`src/rtl/frame_ctrl.sv`:
```
`timescale 1ns/1ps
// frame_ctrl: frame sequencer for the grayscale/Sobel pixel path.
// Admits width*height source pixels per started frame, registers them into
// the RGB-to-gray datapath and marks the datapath's output stream with
// start-of-frame / end-of-line / end-of-frame qualifiers.
module frame_ctrl #(
  parameter int DATA_WIDTH = 8,
  parameter int CW         = 12,
  parameter int TIMEOUT    = 64
) (
  input  logic                  clk,
  input  logic                  rst,
  input  logic                  start_i,
  input  logic [CW-1:0]         width_i,
  input  logic [CW-1:0]         height_i,
  input  logic                  pix_valid_i,
  input  logic [DATA_WIDTH-1:0] red_i,
  input  logic [DATA_WIDTH-1:0] green_i,
  input  logic [DATA_WIDTH-1:0] blue_i,
  output logic                  pix_ready_o,
  output logic [DATA_WIDTH-1:0] red_o,
  output logic [DATA_WIDTH-1:0] green_o,
  output logic [DATA_WIDTH-1:0] blue_o,
  output logic                  dp_valid_o,
  input  logic                  gray_valid_i,
  output logic                  sof_o,
  output logic                  eol_o,
  output logic                  eof_o,
  output logic                  busy_o,
  output logic                  frame_done_o,
  output logic                  err_o
);

  localparam int IW = $clog2(TIMEOUT + 1);
  localparam logic [IW-1:0] IDLE_LIMIT = IW'(TIMEOUT);

  typedef enum logic [1:0] {
    S_IDLE   = 2'd0,
    S_ACTIVE = 2'd1,
    S_DRAIN  = 2'd2,
    S_DONE   = 2'd3
  } state_t;

  state_t                r_state;
  state_t                w_state_next;
  logic                  r_err;
  logic                  w_err_next;

  logic [CW-1:0]         r_w_m1;
  logic [CW-1:0]         r_h_m1;
  logic [CW-1:0]         r_in_col;
  logic [CW-1:0]         r_in_row;
  logic [CW-1:0]         r_out_col;
  logic [CW-1:0]         r_out_row;
  logic [IW-1:0]         r_idle_cnt;
  logic [IW-1:0]         w_idle_next;

  logic                  r_dp_valid;
  logic [DATA_WIDTH-1:0] r_red;
  logic [DATA_WIDTH-1:0] r_green;
  logic [DATA_WIDTH-1:0] r_blue;

  logic                  w_start_ok;
  logic                  w_start_bad;
  logic                  w_accept;
  logic                  w_in_col_last;
  logic                  w_in_row_last;
  logic                  w_last_accept;
  logic                  w_count_en;
  logic                  w_out_col_last;
  logic                  w_out_row_last;
  logic                  w_sof;
  logic                  w_eol;
  logic                  w_eof;
  logic                  w_stray;
  logic                  w_timeout;

  // Decode of handshakes, counter terminal values and frame markers.
  // Markers are only qualified while a frame is being counted, so stray
  // samples (e.g. in-flight data after a reset) never look like a frame edge.
  always_comb begin
    w_start_ok     = start_i && (width_i != {CW{1'b0}}) && (height_i != {CW{1'b0}});
    w_start_bad    = start_i && !w_start_ok;
    w_accept       = (r_state == S_ACTIVE) && pix_valid_i;
    w_in_col_last  = (r_in_col == r_w_m1);
    w_in_row_last  = (r_in_row == r_h_m1);
    w_last_accept  = w_accept && w_in_col_last && w_in_row_last;
    w_count_en     = gray_valid_i && ((r_state == S_ACTIVE) || (r_state == S_DRAIN));
    w_out_col_last = (r_out_col == r_w_m1);
    w_out_row_last = (r_out_row == r_h_m1);
    w_sof          = w_count_en && (r_out_col == {CW{1'b0}}) && (r_out_row == {CW{1'b0}});
    w_eol          = w_count_en && w_out_col_last;
    w_eof          = w_eol && w_out_row_last;
    w_stray        = gray_valid_i && ((r_state == S_IDLE) || (r_state == S_DONE));
  end

  // Idle counter next value: cycles elapsed since the last gray sample,
  // the sample's own edge counting as the first, saturating at TIMEOUT.
  // The abort therefore lands exactly TIMEOUT cycles after the last sample.
  always_comb begin
    w_idle_next = r_idle_cnt;
    if (gray_valid_i) begin
      w_idle_next = IW'(1);
    end else if (r_idle_cnt != IDLE_LIMIT) begin
      w_idle_next = r_idle_cnt + IW'(1);
    end else begin
      w_idle_next = r_idle_cnt;
    end
    w_timeout = (r_state == S_DRAIN) && !gray_valid_i && (w_idle_next == IDLE_LIMIT);
  end

  // Next-state and error-pulse logic of the frame sequencer.
  always_comb begin
    w_state_next = r_state;
    w_err_next   = 1'b0;
    case (r_state)
      S_IDLE: begin
        if (w_start_ok) begin
          w_state_next = S_ACTIVE;
          w_err_next   = w_stray;
        end else begin
          w_state_next = S_IDLE;
          w_err_next   = w_start_bad || w_stray;
        end
      end
      S_ACTIVE: begin
        if (w_eof) begin
          // datapath produced a whole frame before the source finished
          w_state_next = S_IDLE;
          w_err_next   = 1'b1;
        end else if (w_last_accept) begin
          w_state_next = S_DRAIN;
        end else begin
          w_state_next = S_ACTIVE;
        end
      end
      S_DRAIN: begin
        if (w_eof) begin
          w_state_next = S_DONE;
        end else if (w_timeout) begin
          w_state_next = S_IDLE;
          w_err_next   = 1'b1;
        end else begin
          w_state_next = S_DRAIN;
        end
      end
      S_DONE: begin
        w_state_next = S_IDLE;
        w_err_next   = w_stray;
      end
      default: begin
        w_state_next = S_IDLE;
        w_err_next   = 1'b0;
      end
    endcase
  end

  // State and error-pulse registers.
  always_ff @(posedge clk) begin
    if (rst) begin
      r_state <= S_IDLE;
      r_err   <= 1'b0;
    end else begin
      r_state <= w_state_next;
      r_err   <= w_err_next;
    end
  end

  // Frame dimensions and input/output coordinate counters.
  always_ff @(posedge clk) begin
    if (rst) begin
      r_w_m1    <= {CW{1'b0}};
      r_h_m1    <= {CW{1'b0}};
      r_in_col  <= {CW{1'b0}};
      r_in_row  <= {CW{1'b0}};
      r_out_col <= {CW{1'b0}};
      r_out_row <= {CW{1'b0}};
    end else if ((r_state == S_IDLE) && w_start_ok) begin
      r_w_m1    <= width_i - CW'(1);
      r_h_m1    <= height_i - CW'(1);
      r_in_col  <= {CW{1'b0}};
      r_in_row  <= {CW{1'b0}};
      r_out_col <= {CW{1'b0}};
      r_out_row <= {CW{1'b0}};
    end else begin
      if (w_accept) begin
        if (w_in_col_last) begin
          r_in_col <= {CW{1'b0}};
          r_in_row <= r_in_row + CW'(1);
        end else begin
          r_in_col <= r_in_col + CW'(1);
        end
      end
      if (w_count_en) begin
        if (w_out_col_last) begin
          r_out_col <= {CW{1'b0}};
          r_out_row <= r_out_row + CW'(1);
        end else begin
          r_out_col <= r_out_col + CW'(1);
        end
      end
    end
  end

  // Drain idle counter; only runs while waiting for the datapath to finish.
  always_ff @(posedge clk) begin
    if (rst) begin
      r_idle_cnt <= {IW{1'b0}};
    end else if (r_state == S_DRAIN) begin
      r_idle_cnt <= w_idle_next;
    end else begin
      r_idle_cnt <= {IW{1'b0}};
    end
  end

  // Pixel register stage into the datapath; RGB holds between accepts.
  always_ff @(posedge clk) begin
    if (rst) begin
      r_dp_valid <= 1'b0;
      r_red      <= {DATA_WIDTH{1'b0}};
      r_green    <= {DATA_WIDTH{1'b0}};
      r_blue     <= {DATA_WIDTH{1'b0}};
    end else begin
      r_dp_valid <= w_accept;
      if (w_accept) begin
        r_red   <= red_i;
        r_green <= green_i;
        r_blue  <= blue_i;
      end
    end
  end

  assign pix_ready_o  = (r_state == S_ACTIVE);
  assign busy_o       = (r_state != S_IDLE);
  assign frame_done_o = (r_state == S_DONE);
  assign err_o        = r_err;
  assign dp_valid_o   = r_dp_valid;
  assign red_o        = r_red;
  assign green_o      = r_green;
  assign blue_o       = r_blue;
  assign sof_o        = w_sof;
  assign eol_o        = w_eol;
  assign eof_o        = w_eof;

endmodule
```
`config.mk`:
```
export PLATFORM = sky130hd
export DESIGN_NAME = frame_ctrl
export DESIGN_NICKNAME = d
export VERILOG_FILES = /design/src/rtl/frame_ctrl.sv
export SDC_FILE = /design/constraint.sdc
export NUM_CORES = 1
export LEC_CHECK = 0
export ABC_AREA = 1
export BUFFER_PORTS_ARGS = -buffer_cell sky130_fd_sc_hd__buf_2
export CORE_ASPECT_RATIO = 1.75
export CORE_MARGIN = 2
export CORE_UTILIZATION = 58
export DETAILED_ROUTE_END_ITERATION = 8
export PLACE_DENSITY = 0.81
export SLEW_MARGIN = 10
export SYNTH_ARGS = -nofsm -noshare
export SYNTH_HDL_FRONTEND = slang
export SYNTH_SLANG_ARGS = --single-unit
```
`constraint.sdc`:
```
create_clock -name clk -period 2.1 [get_ports clk]
set_input_delay 0 -clock clk [delete_from_list [all_inputs] [get_ports clk]]
set_output_delay 0 -clock clk [all_outputs]
set_load 0.1 [all_outputs]
```
==> impl_metrics.sql <==
INSERT INTO impl_metrics (metric_group, metric, value, unit) VALUES
('run_status', 'outcome', 'finished clean', ''),
('setup_path', 'cp_data_required_time', '2.10', 'ns'),
('pwr', 'worst_ir_drop_vdd', '0.6118', 'mV'),
('synthesis', 'synth.yosys.warnings', '0', ''),
('floorplan', 'boundaryPins', '85', ''),
('sta', 'slew_viol_final', '0', ''),
('setup_path', 'critical_setup_path_class', 'reg -> out', ''),
('global_routing', 'grt_start_max_net_pins', '36', ''),
('synthesis', 'yosys_register_bits', '107', ''),
('sta', 'finalSetupViolCount', '0', ''),
('pwr', 'clkPwrFrac', '0.359', ''),
('pwr', 'p_leak', '2.923', 'nW'),
('route', 'viasPerCell', '5.268', ''),
('finish', 'final_cell_mix', 'sky130_fd_sc_hd__nor2_1 (162), sky130_fd_sc_hd__nand2_1 (156), sky130_fd_sc_hd__dfxtp_1 (105)', ''),
('sta', 'hold_viol_final', '0', ''),
('global_routing', 'antenna_found_initial', '0', ''),
('sta', 'fin_worst_skew', '0.006673', 'ns'),
('placement', 'routabilityCongestion', '0.9581', ''),
('route', 'wl_per_cell', '14.08', 'um'),
('setup_path', 'reg2reg_from', 'r_state[1]', ''),
('clocking', 'clkSlewWorstSetupHoldPaths', '0.07', 'ns'),
('sta', 'fmax', '507.1', 'MHz'),
('clocking', 'cts-root-to-sink-buffers', '2', ''),
('finish', 'final_layout_size_suffix_gt1_frac', '0.1670', ''),
('setup_path', 'cp-start-kind', 'flop', ''),
('finish', 'antenna-diode-count', '0', ''),
('flow_run', 'max_cap_violations', '0', ''),
('clocking', 'ctsRootBufferMaster', 'sky130_fd_sc_hd__clkbuf_16', ''),
('sta', 'final.min_clock_period', '1.972', 'ns'),
('setup_path', 'timing.critical_path.buf_inv', '2', ''),
('pwr', 'share_seq_of_total_power', '0.470', ''),
('global_routing', 'global_route.usage.met3', '0.04815', ''),
('placement', 'dpl_worst_slack', '0.1340', 'ns'),
('setup_path', 'path_delay_family', 'simple AND/OR/NAND/NOR gates', ''),
('floorplan', 'die_width', '79.72', 'um'),
('synthesis', 'post_synth_inst_count', '830', ''),
('synthesis', 'post_synth_net_total', '897', ''),
('setup_path', 'cp_slowest_cell', 'sky130_fd_sc_hd__dfxtp_2', ''),
('route', 'route.vias.total', '5642', ''),
('finish', 'fillCellCount', '757', ''),
('pwr', 'cellPowerDensity', '656.6', 'nW/um^2'),
('clocking', 'clock_insertion_delay_worst_skew', '0.35', 'ns'),
('clocking', 'h-tree-depth', '3', ''),
('setup_path', 'worstSetupStartpoint', 'r_state[1]', ''),
('setup_path', 'crit_path_max_fanout', '7', ''),
('pwr', 'switching_share', '0.3050', ''),
('sta', 'final.setup.worst_slack', '0.1280', 'ns'),
('pwr', 'totalPowerFinal', '0.004596', 'W'),
('route', 'drtIter0Drc', '246', ''),
('floorplan', 'initial_core_util', '0.5945', ''),
('sta', 'worstMarginPinSlew', '0.5282', 'ns'),
('global_routing', 'grt_util_all_layers', '0.2864', ''),
('clocking', 'tritoncts', 'done', ''),
('clocking', 'tritoncts.num_buffers', '9', ''),
('sta', 'fin_crit_sh', '0.9391', ''),
('placement', 'place.detailed.hpwl', '10730', 'um'),
('setup_path', 'timing.critical_path.arrival', '1.97', 'ns'),
('global_routing', 'grt_pass1_wl', '24510', 'um'),
('finish', 'layout_commonest_cell', 'sky130_fd_sc_hd__nor2_1', ''),
('setup_path', 'cpPeakStageDelay', '0.35', 'ns'),
('synthesis', 'synthesis.area_per_instance', '7.011', 'sq um'),
('global_routing', 'grtUsageMet1', '0.3104', ''),
('finish', 'area.growth.synth_to_final', '20.30', '%'),
('worst_hold_path', 'timing.hold.worst.start', 'width_i[5]', ''),
('route', 'number_of_optimization_iterations_in_the_first_detailed_route_pass', '7', ''),
('finish', 'net_count_final', '1008', ''),
('setup_path', 'timing.reg2reg.setup_slack', '0.21', 'ns'),
('placement', 'port-buffer-count', '84', ''),
('sta', 'rsz0062_at_grt', 'no', ''),
('pwr', 'power.share.combinational', '0.171', ''),
('worst_hold_path', 'hold_path.class', 'in -> reg', '');
[routing by layer]
metal | part of all wire | vias to the layer above
met4 | 0.036 | 0
met1 | 0.38 | 2587
li1 | - | 2856
met2 | 0.54 | 155
met3 | 0.043 | 44
met5 | 0 | -
[cell type report]
cell class	count	area, sq um	area share
tap	125	156.4	0.02234
multi-input combinational	619	3308	0.4726
timing repair buffer	120	783.3	0.1119
clock inverter	6	47.55	0.006792
clock buffer	10	239.0	0.03414
sequential	107	2147	0.3067
inverter	84	319.1	0.04558
[registers in the layout, indices dropped and copies added, names as in the netlist]
| name | flops |
|---|---|
| dp_valid_o | 1 |
| err_o | 1 |
| r_in_col | 12 |
| r_idle_cnt | 7 |
| r_w_m1 | 12 |
| r_h_m1 | 12 |
| red_o | 8 |
| r_in_row | 12 |
| green_o | 8 |
| r_state | 2 |
| r_out_row | 12 |
| r_out_col | 12 |
| blue_o | 8 |
[worst paths after layout]
kind              depth (start not counted)      endpoint
setup / recovery                          7         sof_o
hold / removal                            4     r_w_m1[5]
setup reg to reg                         11  r_in_col[11]
hold reg to reg                           2     blue_o[1]
[worst min-delay path: cells and delay by family]
kind / cells / cell delay [ns]
XOR/XNOR: 1 / 0.09
AND/OR/NAND/NOR: 1 / 0.07
AO/OA/AOI/OAI: 1 / 0.05
buffers and inverters: 1 / 0.11
[power by group through the flow]
stage                     Combinational (W)  Clock (W)  Sequential (W)
after floorplan                    0.000367          0         0.00238
after global placement             0.000711          0         0.00220
after detailed placement           0.000721          0         0.00221
after CTS                          0.000763    0.00167         0.00216
after global routing               0.000850    0.00174         0.00217
final                              0.000784    0.00165         0.00216
[repair_timing]
action                                  4_1_cts  5_1_grt
endpoints found under the hold margin        28        0
setup buffers                                 0        1
hold buffers                                 25        0
endpoints found under the setup margin        0        6
gates resized for setup                       0        9
[cells in the mapped netlist, drive strengths merged]
master | number | area, sq um
a21oi | 27 | 135.1
nor2 | 180 | 735.7
nand4 | 14 | 93.84
nand2 | 164 | 640.6
nand3 | 38 | 207.7
dfxtp | 107 | 2142
clkinv | 1 | 5.000
nor3 | 21 | 115.1
a31oi | 3 | 25.02
or2 | 3 | 18.77
nand3b | 3 | 22.52
nor3b | 4 | 30.03
inv | 83 | 314.0
buf | 9 | 68.81
xor2 | 33 | 289.0
ha | 14 | 175.2
o21ai | 61 | 305.3
nor4 | 7 | 43.79
xnor2 | 45 | 394.1
mux2i | 1 | 10.01
clkbuf | 11 | 41.29
and3 | 1 | 6.260
[cell families (layout without fill, tap and decap cells)]
group                    count (synthesis)  in the layout  synth area share
flip-flops                             107            107            0.3681
XOR/XNOR                                78             78            0.1174
multiplexers                             1              1          0.001720
adder cells (fa/ha/maj)                 14             14           0.03010
AO/OA/AOI/OAI                           91             91           0.07998
AND/OR/NAND/NOR                        435            435            0.3290
buffers and inverters                  104            220           0.07375
[through the flow]
stage | utilization | setup TNS, ns | instances | hold slack, ns | instance area [sq um]
final | 0.7151 | 0 | 1071 | 0.01198 | 7000
after global routing | 0.7151 | 0 | 1071 | 0.02186 | 7000
after CTS | 0.7105 | 0 | 1070 | 0.003200 | 6955
after detailed placement | 0.6557 | 0 | 1029 | 0.2590 | 6419
after global placement | 0.6557 | 0 | 1029 | 0.2478 | 6419
after floorplan | - | -0.007082 | 830 | 0.06907 | 5847
Power figures use the tool's default switching activity.
